--- src/rtl/urv_divide_pkg.sv ---
// Shared divider definitions: RV32M divide funct3 codes, FSM state encoding
// and two's-complement helpers.
package urv_divide_pkg;

    localparam logic [2:0] FUN_DIV  = 3'b100;
    localparam logic [2:0] FUN_DIVU = 3'b101;
    localparam logic [2:0] FUN_REM  = 3'b110;
    localparam logic [2:0] FUN_REMU = 3'b111;

    typedef enum logic [2:0] {
        S_IDLE,
        S_SETUP,
        S_ITER,
        S_FIX,
        S_DONE
    } div_state_e;

    function automatic logic [31:0] neg32(input logic [31:0] v);
        return ~v + 32'd1;
    endfunction

    function automatic logic [31:0] abs32(input logic [31:0] v);
        return v[31] ? neg32(v) : v;
    endfunction

endpackage

--- src/rtl/urv_divide_if.sv ---
// Execute-stage divider bus: decoded operands in, stall request and
// writeback result out.
interface urv_divide_if;
    logic        x_stall_i;
    logic        x_kill_i;
    logic        d_valid_i;
    logic [31:0] d_rs1_i;
    logic [31:0] d_rs2_i;
    logic [2:0]  d_fun_i;
    logic        x_stall_req_o;
    logic        w_valid_o;
    logic [31:0] w_rd_o;

    modport slave (
        input  x_stall_i, x_kill_i, d_valid_i, d_rs1_i, d_rs2_i, d_fun_i,
        output x_stall_req_o, w_valid_o, w_rd_o
    );

    modport master (
        output x_stall_i, x_kill_i, d_valid_i, d_rs1_i, d_rs2_i, d_fun_i,
        input  x_stall_req_o, w_valid_o, w_rd_o
    );
endinterface

--- src/rtl/urv_div_step.sv ---
// One restoring-division step: 33-bit trial subtract of the divisor from the
// shifted partial remainder, keeping the difference when it is non-negative.
module urv_div_step (
    input  logic [31:0] rem_i,
    input  logic        msb_i,
    input  logic [31:0] dvs_i,
    output logic [31:0] rem_o,
    output logic        q_o
);
    logic [32:0] part;
    logic [32:0] diff;

    assign part  = {rem_i, msb_i};
    assign diff  = part - {1'b0, dvs_i};
    assign q_o   = ~diff[32];
    // On a failed trial the partial remainder is below the divisor, so bit 32 is zero.
    assign rem_o = q_o ? diff[31:0] : part[31:0];
endmodule

--- src/rtl/urv_divide.sv ---
// Iterative radix-2 restoring divider for DIV/DIVU/REM/REMU.
// Define URV_DIV_EARLY_OUT_EN to finish divide-by-zero and overflow from SETUP.
module urv_divide
    import urv_divide_pkg::*;
(
    input  logic         clk_i,
    input  logic         rst_n_i,
    urv_divide_if.slave  bus
);
    div_state_e  state_q;
    logic [4:0]  cnt_q;
    logic [1:0]  fun_q;
    logic [31:0] dvd_q;
    logic [31:0] dvs_q;
    logic [31:0] rem_q;
    logic        qsign_q;
    logic        rsign_q;
    logic        dz_q;
    logic        sreq_q;
    logic [31:0] rd_q;

    logic [31:0] rem_d;
    logic        qbit_d;
    logic        accept;
    logic [31:0] quo_fix;
    logic [31:0] rem_fix;

    // funct3[2] separates divide codes from multiply codes on the shared decode bus.
    assign accept = bus.d_valid_i & bus.d_fun_i[2] & ~bus.x_stall_i & ~bus.x_kill_i;

    urv_div_step u_step (
        .rem_i (rem_q),
        .msb_i (dvd_q[31]),
        .dvs_i (dvs_q),
        .rem_o (rem_d),
        .q_o   (qbit_d)
    );

    assign quo_fix = (qsign_q & ~dz_q) ? neg32(dvd_q) : dvd_q;
    assign rem_fix = rsign_q ? neg32(rem_q) : rem_q;

    always_ff @(posedge clk_i or negedge rst_n_i) begin
        if (!rst_n_i) begin
            state_q <= S_IDLE;
            cnt_q   <= '0;
            fun_q   <= '0;
            dvd_q   <= '0;
            dvs_q   <= '0;
            rem_q   <= '0;
            qsign_q <= 1'b0;
            rsign_q <= 1'b0;
            dz_q    <= 1'b0;
            sreq_q  <= 1'b0;
            rd_q    <= '0;
        end else if (state_q != S_IDLE && bus.x_kill_i) begin
            state_q <= S_IDLE;
            sreq_q  <= 1'b0;
        end else begin
            case (state_q)
                S_IDLE: if (accept) begin
                    fun_q   <= bus.d_fun_i[1:0];
                    dvd_q   <= bus.d_rs1_i;
                    dvs_q   <= bus.d_rs2_i;
                    sreq_q  <= 1'b1;
                    state_q <= S_SETUP;
                end
                S_SETUP: begin
                    if (!fun_q[0]) begin
                        dvd_q   <= abs32(dvd_q);
                        dvs_q   <= abs32(dvs_q);
                        qsign_q <= dvd_q[31] ^ dvs_q[31];
                        rsign_q <= dvd_q[31];
                    end else begin
                        qsign_q <= 1'b0;
                        rsign_q <= 1'b0;
                    end
                    dz_q    <= (dvs_q == '0);
                    rem_q   <= '0;
                    cnt_q   <= 5'd31;
                    state_q <= S_ITER;
`ifdef URV_DIV_EARLY_OUT_EN
                    if (dvs_q == '0) begin
                        rd_q    <= fun_q[1] ? dvd_q : 32'hFFFF_FFFF;
                        state_q <= S_DONE;
                    end else if (!fun_q[0] && dvd_q == 32'h8000_0000 && dvs_q == 32'hFFFF_FFFF) begin
                        rd_q    <= fun_q[1] ? 32'd0 : 32'h8000_0000;
                        state_q <= S_DONE;
                    end
`endif
                end
                S_ITER: begin
                    // The dividend register shifts out its MSB and collects quotient bits.
                    rem_q <= rem_d;
                    dvd_q <= {dvd_q[30:0], qbit_d};
                    cnt_q <= cnt_q - 5'd1;
                    if (cnt_q == 5'd0) state_q <= S_FIX;
                end
                S_FIX: begin
                    rd_q    <= fun_q[1] ? rem_fix : quo_fix;
                    state_q <= S_DONE;
                end
                S_DONE: if (!bus.x_stall_i) begin
                    sreq_q  <= 1'b0;
                    state_q <= S_IDLE;
                end
                default: state_q <= S_IDLE;
            endcase
        end
    end

    // The strobe is suppressed while writeback is stalled or the op is flushed.
    assign bus.w_valid_o     = (state_q == S_DONE) & ~bus.x_stall_i & ~bus.x_kill_i;
    assign bus.x_stall_req_o = sreq_q;
    assign bus.w_rd_o        = rd_q;
endmodule

--- src/flat_wrapper.sv ---
// flat-port wrapper written by rule: the top's interface ports become plain ports
module urv_divide_flat import urv_divide_pkg::*;
  (clk_i, rst_n_i, bus_x_stall_i, bus_x_kill_i, bus_d_valid_i, bus_d_rs1_i, bus_d_rs2_i, bus_d_fun_i, bus_x_stall_req_o, bus_w_valid_o, bus_w_rd_o);
  urv_divide_if bus_i ();
  input  logic clk_i;
  input  logic rst_n_i;
  input wire logic [$bits(bus_i.x_stall_i)-1:0] bus_x_stall_i;
  input wire logic [$bits(bus_i.x_kill_i)-1:0] bus_x_kill_i;
  input wire logic [$bits(bus_i.d_valid_i)-1:0] bus_d_valid_i;
  input wire logic [$bits(bus_i.d_rs1_i)-1:0] bus_d_rs1_i;
  input wire logic [$bits(bus_i.d_rs2_i)-1:0] bus_d_rs2_i;
  input wire logic [$bits(bus_i.d_fun_i)-1:0] bus_d_fun_i;
  output wire logic [$bits(bus_i.x_stall_req_o)-1:0] bus_x_stall_req_o;
  output wire logic [$bits(bus_i.w_valid_o)-1:0] bus_w_valid_o;
  output wire logic [$bits(bus_i.w_rd_o)-1:0] bus_w_rd_o;
  assign bus_i.x_stall_i = bus_x_stall_i;
  assign bus_i.x_kill_i = bus_x_kill_i;
  assign bus_i.d_valid_i = bus_d_valid_i;
  assign bus_i.d_rs1_i = bus_d_rs1_i;
  assign bus_i.d_rs2_i = bus_d_rs2_i;
  assign bus_i.d_fun_i = bus_d_fun_i;
  assign bus_x_stall_req_o = bus_i.x_stall_req_o;
  assign bus_w_valid_o = bus_i.w_valid_o;
  assign bus_w_rd_o = bus_i.w_rd_o;
  urv_divide u_core (.clk_i(clk_i), .rst_n_i(rst_n_i), .bus(bus_i));
endmodule
--- config.mk ---
export PLATFORM = sky130hd
export DESIGN_NAME = urv_divide_flat
export DESIGN_NICKNAME = d
export VERILOG_FILES = /design/src/rtl/urv_divide_pkg.sv /design/src/rtl/urv_divide_if.sv /design/src/rtl/urv_div_step.sv /design/src/rtl/urv_divide.sv /design/src/flat_wrapper.sv
export SDC_FILE = /design/constraint.sdc
export NUM_CORES = 1
export LEC_CHECK = 0
export ABC_AREA = 1
export CELL_PAD_IN_SITES_DETAIL_PLACEMENT = 1
export CELL_PAD_IN_SITES_GLOBAL_PLACEMENT = 1
export CORE_ASPECT_RATIO = 1.75
export CORE_MARGIN = 3
export CORE_UTILIZATION = 45
export DETAILED_ROUTE_END_ITERATION = 8
export HOLD_SLACK_MARGIN = 0.1
export PLACE_DENSITY = 0.85
export SETUP_SLACK_MARGIN = 0.1
export SYNTH_ARGS = -nofsm -noshare
export SYNTH_HDL_FRONTEND = slang
export SYNTH_SLANG_ARGS = --single-unit
export TNS_END_PERCENT = 10
--- constraint.sdc ---
create_clock -name clk_i -period 6.8 [get_ports clk_i]
set_clock_uncertainty 0.15 [all_clocks]
set_input_delay 1.36 -clock clk_i [delete_from_list [all_inputs] [get_ports clk_i]]
set_output_delay 1.36 -clock clk_i [all_outputs]
set_load 0.01 [all_outputs]
==> results by group <==
Status
  – Status: finished clean

Synth
  – Register area share after synthesis: 28.10%
  – Flops & latches, synth: 142
  – Synth warn: 0
  – Yosys cell types: 59
  – Top post-synthesis cells by area: dfrtp_1 (28%), nand2_1 (19%), nand3_1 (8.0%)
  – Syn Nets: 2129
  – Post-synth EDFFs: 0
  – Area leader, netlist: dfrtp_1
  – Post-synth ARST share: 100.0%
  – Post-Synthesis Cell Area: 0.01264 mm²
  – Mapped Cells: 2018
  – Syn avg cell area: 6.265 µm²
  – Top cell type's share of synthesized area: 28.10%
  – Top FF cell, synth: dfrtp_1

Die
  – Std cell rows: 80
  – Initial Util: 46.10%
  – Die X: 132.7 µm
  – Die area: 0.03022 mm²
  – Core Region: 0.02743 mm²
  – Top Ports: 106
  – Die Y: 227.7 µm

Min path
  – WHS Path Cells: 2
  – Hold WC Path Type: reg -> reg
  – Hold Path Sink: u_core.bus.w_rd_o[21]
  – Hold_sp: u_core.bus.w_rd_o[21]

Power
  – IR drop worst, VDD: 378.8 µV
  – Power per cell area: 400.5 mW/mm²
  – Switching Power: 0.003015 W
  – Combinational share of power: 57.9%
  – Int Power: 0.002767 W
  – Clk pwr share: 16.1%
  – Share of power burned in registers: 26.0%
  – LEAKAGE: 7.421 nW
  – Switching Fraction: 52.14%

Timing
  – Fin crit period: 4.295 ns
  – Slew headroom: 26.47%
  – Final max-slew violation count: 0
  – Max frequency: 0.2329 GHz
  – Tcrit/Tclk final: 63.16%
  – Final Hold Viols: 0
  – RSZ-0062 raised after global routing: false
  – Final setup fails: 0
  – Tightest Pin Transition: 1.102 ns
  – Total Neg Setup Slack: 0 ns

Drt
  – Initial DRT Pass Iterations: 5
  – Post-route antenna net violation count: 0
  – Initial DRC count: 697
  – Vias: 13940
  – Drt drc: 0
  – Post-DR vias/cell: 5.640
  – Final WL: 48860 µm
  – DR WL/cell: 19.77 µm

Layout
  – Register Area: 0.003553 mm²
  – Ant. Diodes: 0
  – Fill count: 3866
  – Layout cell share with drive strength beyond 1: 5.804%
  – Multi-input logic area: 0.007687 mm²
  – Fin util: 52.64%
  – Nets@finish: 2201
  – Layout area overhead: 14.19%

Clock tree
  – Clk slew on worst S/H paths: 0.06 ns
  – CTS sink count: 142
  – Clock tree from TritonCTS: yes
  – Total CTS buffers: 17
  – Maximum clock path buffer count: 2
  – H-tree Lvls: 4
  – Hold_buf cts: 0
  – Post-CTS Setup Repair Bufs: 0
  – CTS resizes: 0
  – Clk Latency, worst-skew pair: 0.46 ns
  – Root Buffer Master: clkbuf_16

Worst setup path
  – Startpoint types: input pin
  – CP most frequent cell: clkdlybuf4s50_1
  – Worst path cell trace: clkdlybuf4s50_1, nor4_1, clkdlybuf4s50_1
  – Worst-path maximum fanout: 5
  – Buf/Inv on CP: 2
  – Crit. Startpoint: bus_x_kill_i
  – RR Startpoint: u_core.state_q[1]
  – Crit path largest cell delay: 0.58 ns
  – Worst path required time: 5.29 ns
  – Reg2reg setup slack: 3.43 ns
  – Worst setup path class: in -> out
  – CP Capture Type: output pin
  – Critical Path AT: 2.78 ns
  – Worst Reg-to-Reg Cells: 8
  – RR Endpoint: u_core.dvd_q[6]
  – Slowest stage cell, crit path: clkdlybuf4s50_1
  – CP delay by family, top: buffers and inverters

GRT
  – Antenna violations before repair: 0
  – Global route total overflow: 0
  – Gr usage total: 31.95%
  – First-pass GRT wire length: 77180 µm
  – Vias in the first global route: 14870
  – Maximum number of pins on one net before global-route repair: 59

Place
  – RD Place Congestion: 0.9631
  – Port Buffers: 105
  – HPWL Detailed: 38910 µm

Job
  – Max-cap violations: 0
[cell usage after synthesis (all sizes together), types with 14 or more instances]
| master | count |
|---|---|
| nand2 | 680 |
| inv | 273 |
| nand3 | 207 |
| nor2 | 194 |
| dfrtp | 142 |
| a21oi | 129 |
| o21ai | 90 |
| ha | 38 |
| buf | 33 |
| clkbuf | 29 |
| nand4 | 27 |
| nor3 | 24 |
| a221oi | 21 |
| xor2 | 21 |
| a22oi | 20 |
| o211ai | 14 |
[state kept, by name, summed over array words and instances, names as in the netlist]
signal / cells
u_core.qsign_q: 1
u_core.bus.w_rd_o: 32
u_core.dz_q: 1
u_core.rem_q: 32
u_core.state_q: 3
u_core.cnt_q: 5
u_core.bus.x_stall_req_o: 1
u_core.rsign_q: 1
u_core.dvs_q: 32
u_core.fun_q: 2
u_core.dvd_q: 32
[power by group through the flow]
stage	registers (W)	clock network (W)	logic (W)
after global routing	0.00153	0.000972	0.00371
final	0.00150	0.000933	0.00335
after floorplan	0.00143	0	0.00229
after detailed placement	0.00150	0	0.00331
after CTS	0.00149	0.000943	0.00335
after global placement	0.00149	0	0.00319
[cell families after synthesis]
group	Yosys count	synth area share, %
simple gates	1152	39.33
flops	142	28.10
xor+xnor	34	2.355
buf+inv	340	11.11
compound gates	311	15.18
fa+ha+maj	39	3.919
[cells in the final DEF (no fill, tap or decap), types with 4 or more instances in the layout]
cell	n
nand2_1	650
inv_1	261
nand3_1	202
nor2_1	180
dfrtp_1	142
a21oi_1	124
clkdlybuf4s50_1	104
o21ai_0	80
ha_1	38
nand4_1	27
nor3_1	23
xor2_1	21
nand2_2	20
a22oi_1	20
clkbuf_16	17
o211ai_1	14
xnor2_1	13
inv_2	12
a221oi_1	12
nor2_2	11
buf_4	10
a221oi_2	9
nand2_4	8
o21ai_1	8
o22ai_1	8
o21bai_1	6
a2bb2oi_1	5
nand3b_1	5
or2_1	4
clkinv_2	4
and2_1	4
clkinv_4	4
[layout make-up]
cell class | count | share of cell area [%]
flip-flops and latches | 142 | 24.61
well taps | 369 | 3.198
repair buffers | 115 | 7.808
clock inverters | 8 | 0.5806
clock buffers | 23 | 3.311
multi-input cells | 1536 | 53.25
inverters | 278 | 7.245
[worst max path at each step]
stage,to,cells past startpoint
2_1_floorplan,bus_w_valid_o,1
3_3_place_gp,bus_w_valid_o,3
3_5_place_dp,bus_w_valid_o,3
4_1_cts,bus_w_valid_o,3
5_1_grt,bus_w_valid_o,3
6_report,bus_w_valid_o,3
[tightest hold or removal path: stages (launching register included)]
cell and delay (ns):
dfrtp_1 0.35, nand2_1 0.06, nand2_1 0.05
[stage by stage]
step	hold WS, ns	total power, W	cells	worst slack [ns]	area, µm²
global route	0.3503	0.006211	2471	2.450	14440
floorplan	0.3015	0.003713	2018	3.486	12640
CTS	0.3346	0.005782	2471	2.507	14440
detailed placement	0.3206	0.004813	2440	2.527	13880
finish	0.3359	0.005782	2471	2.505	14440
global placement	0.3173	0.004679	2440	2.537	13880
[routing by layer]
layer,GRT usage [%],vias up,wire (µm)
met5,0,-,0
met4,22.72,0,3782
met3,4.123,160,1346
met2,59.99,352,26070
met1,31.79,6743,17660
li1,-,6682,-
Power figures use the tool's default switching activity.
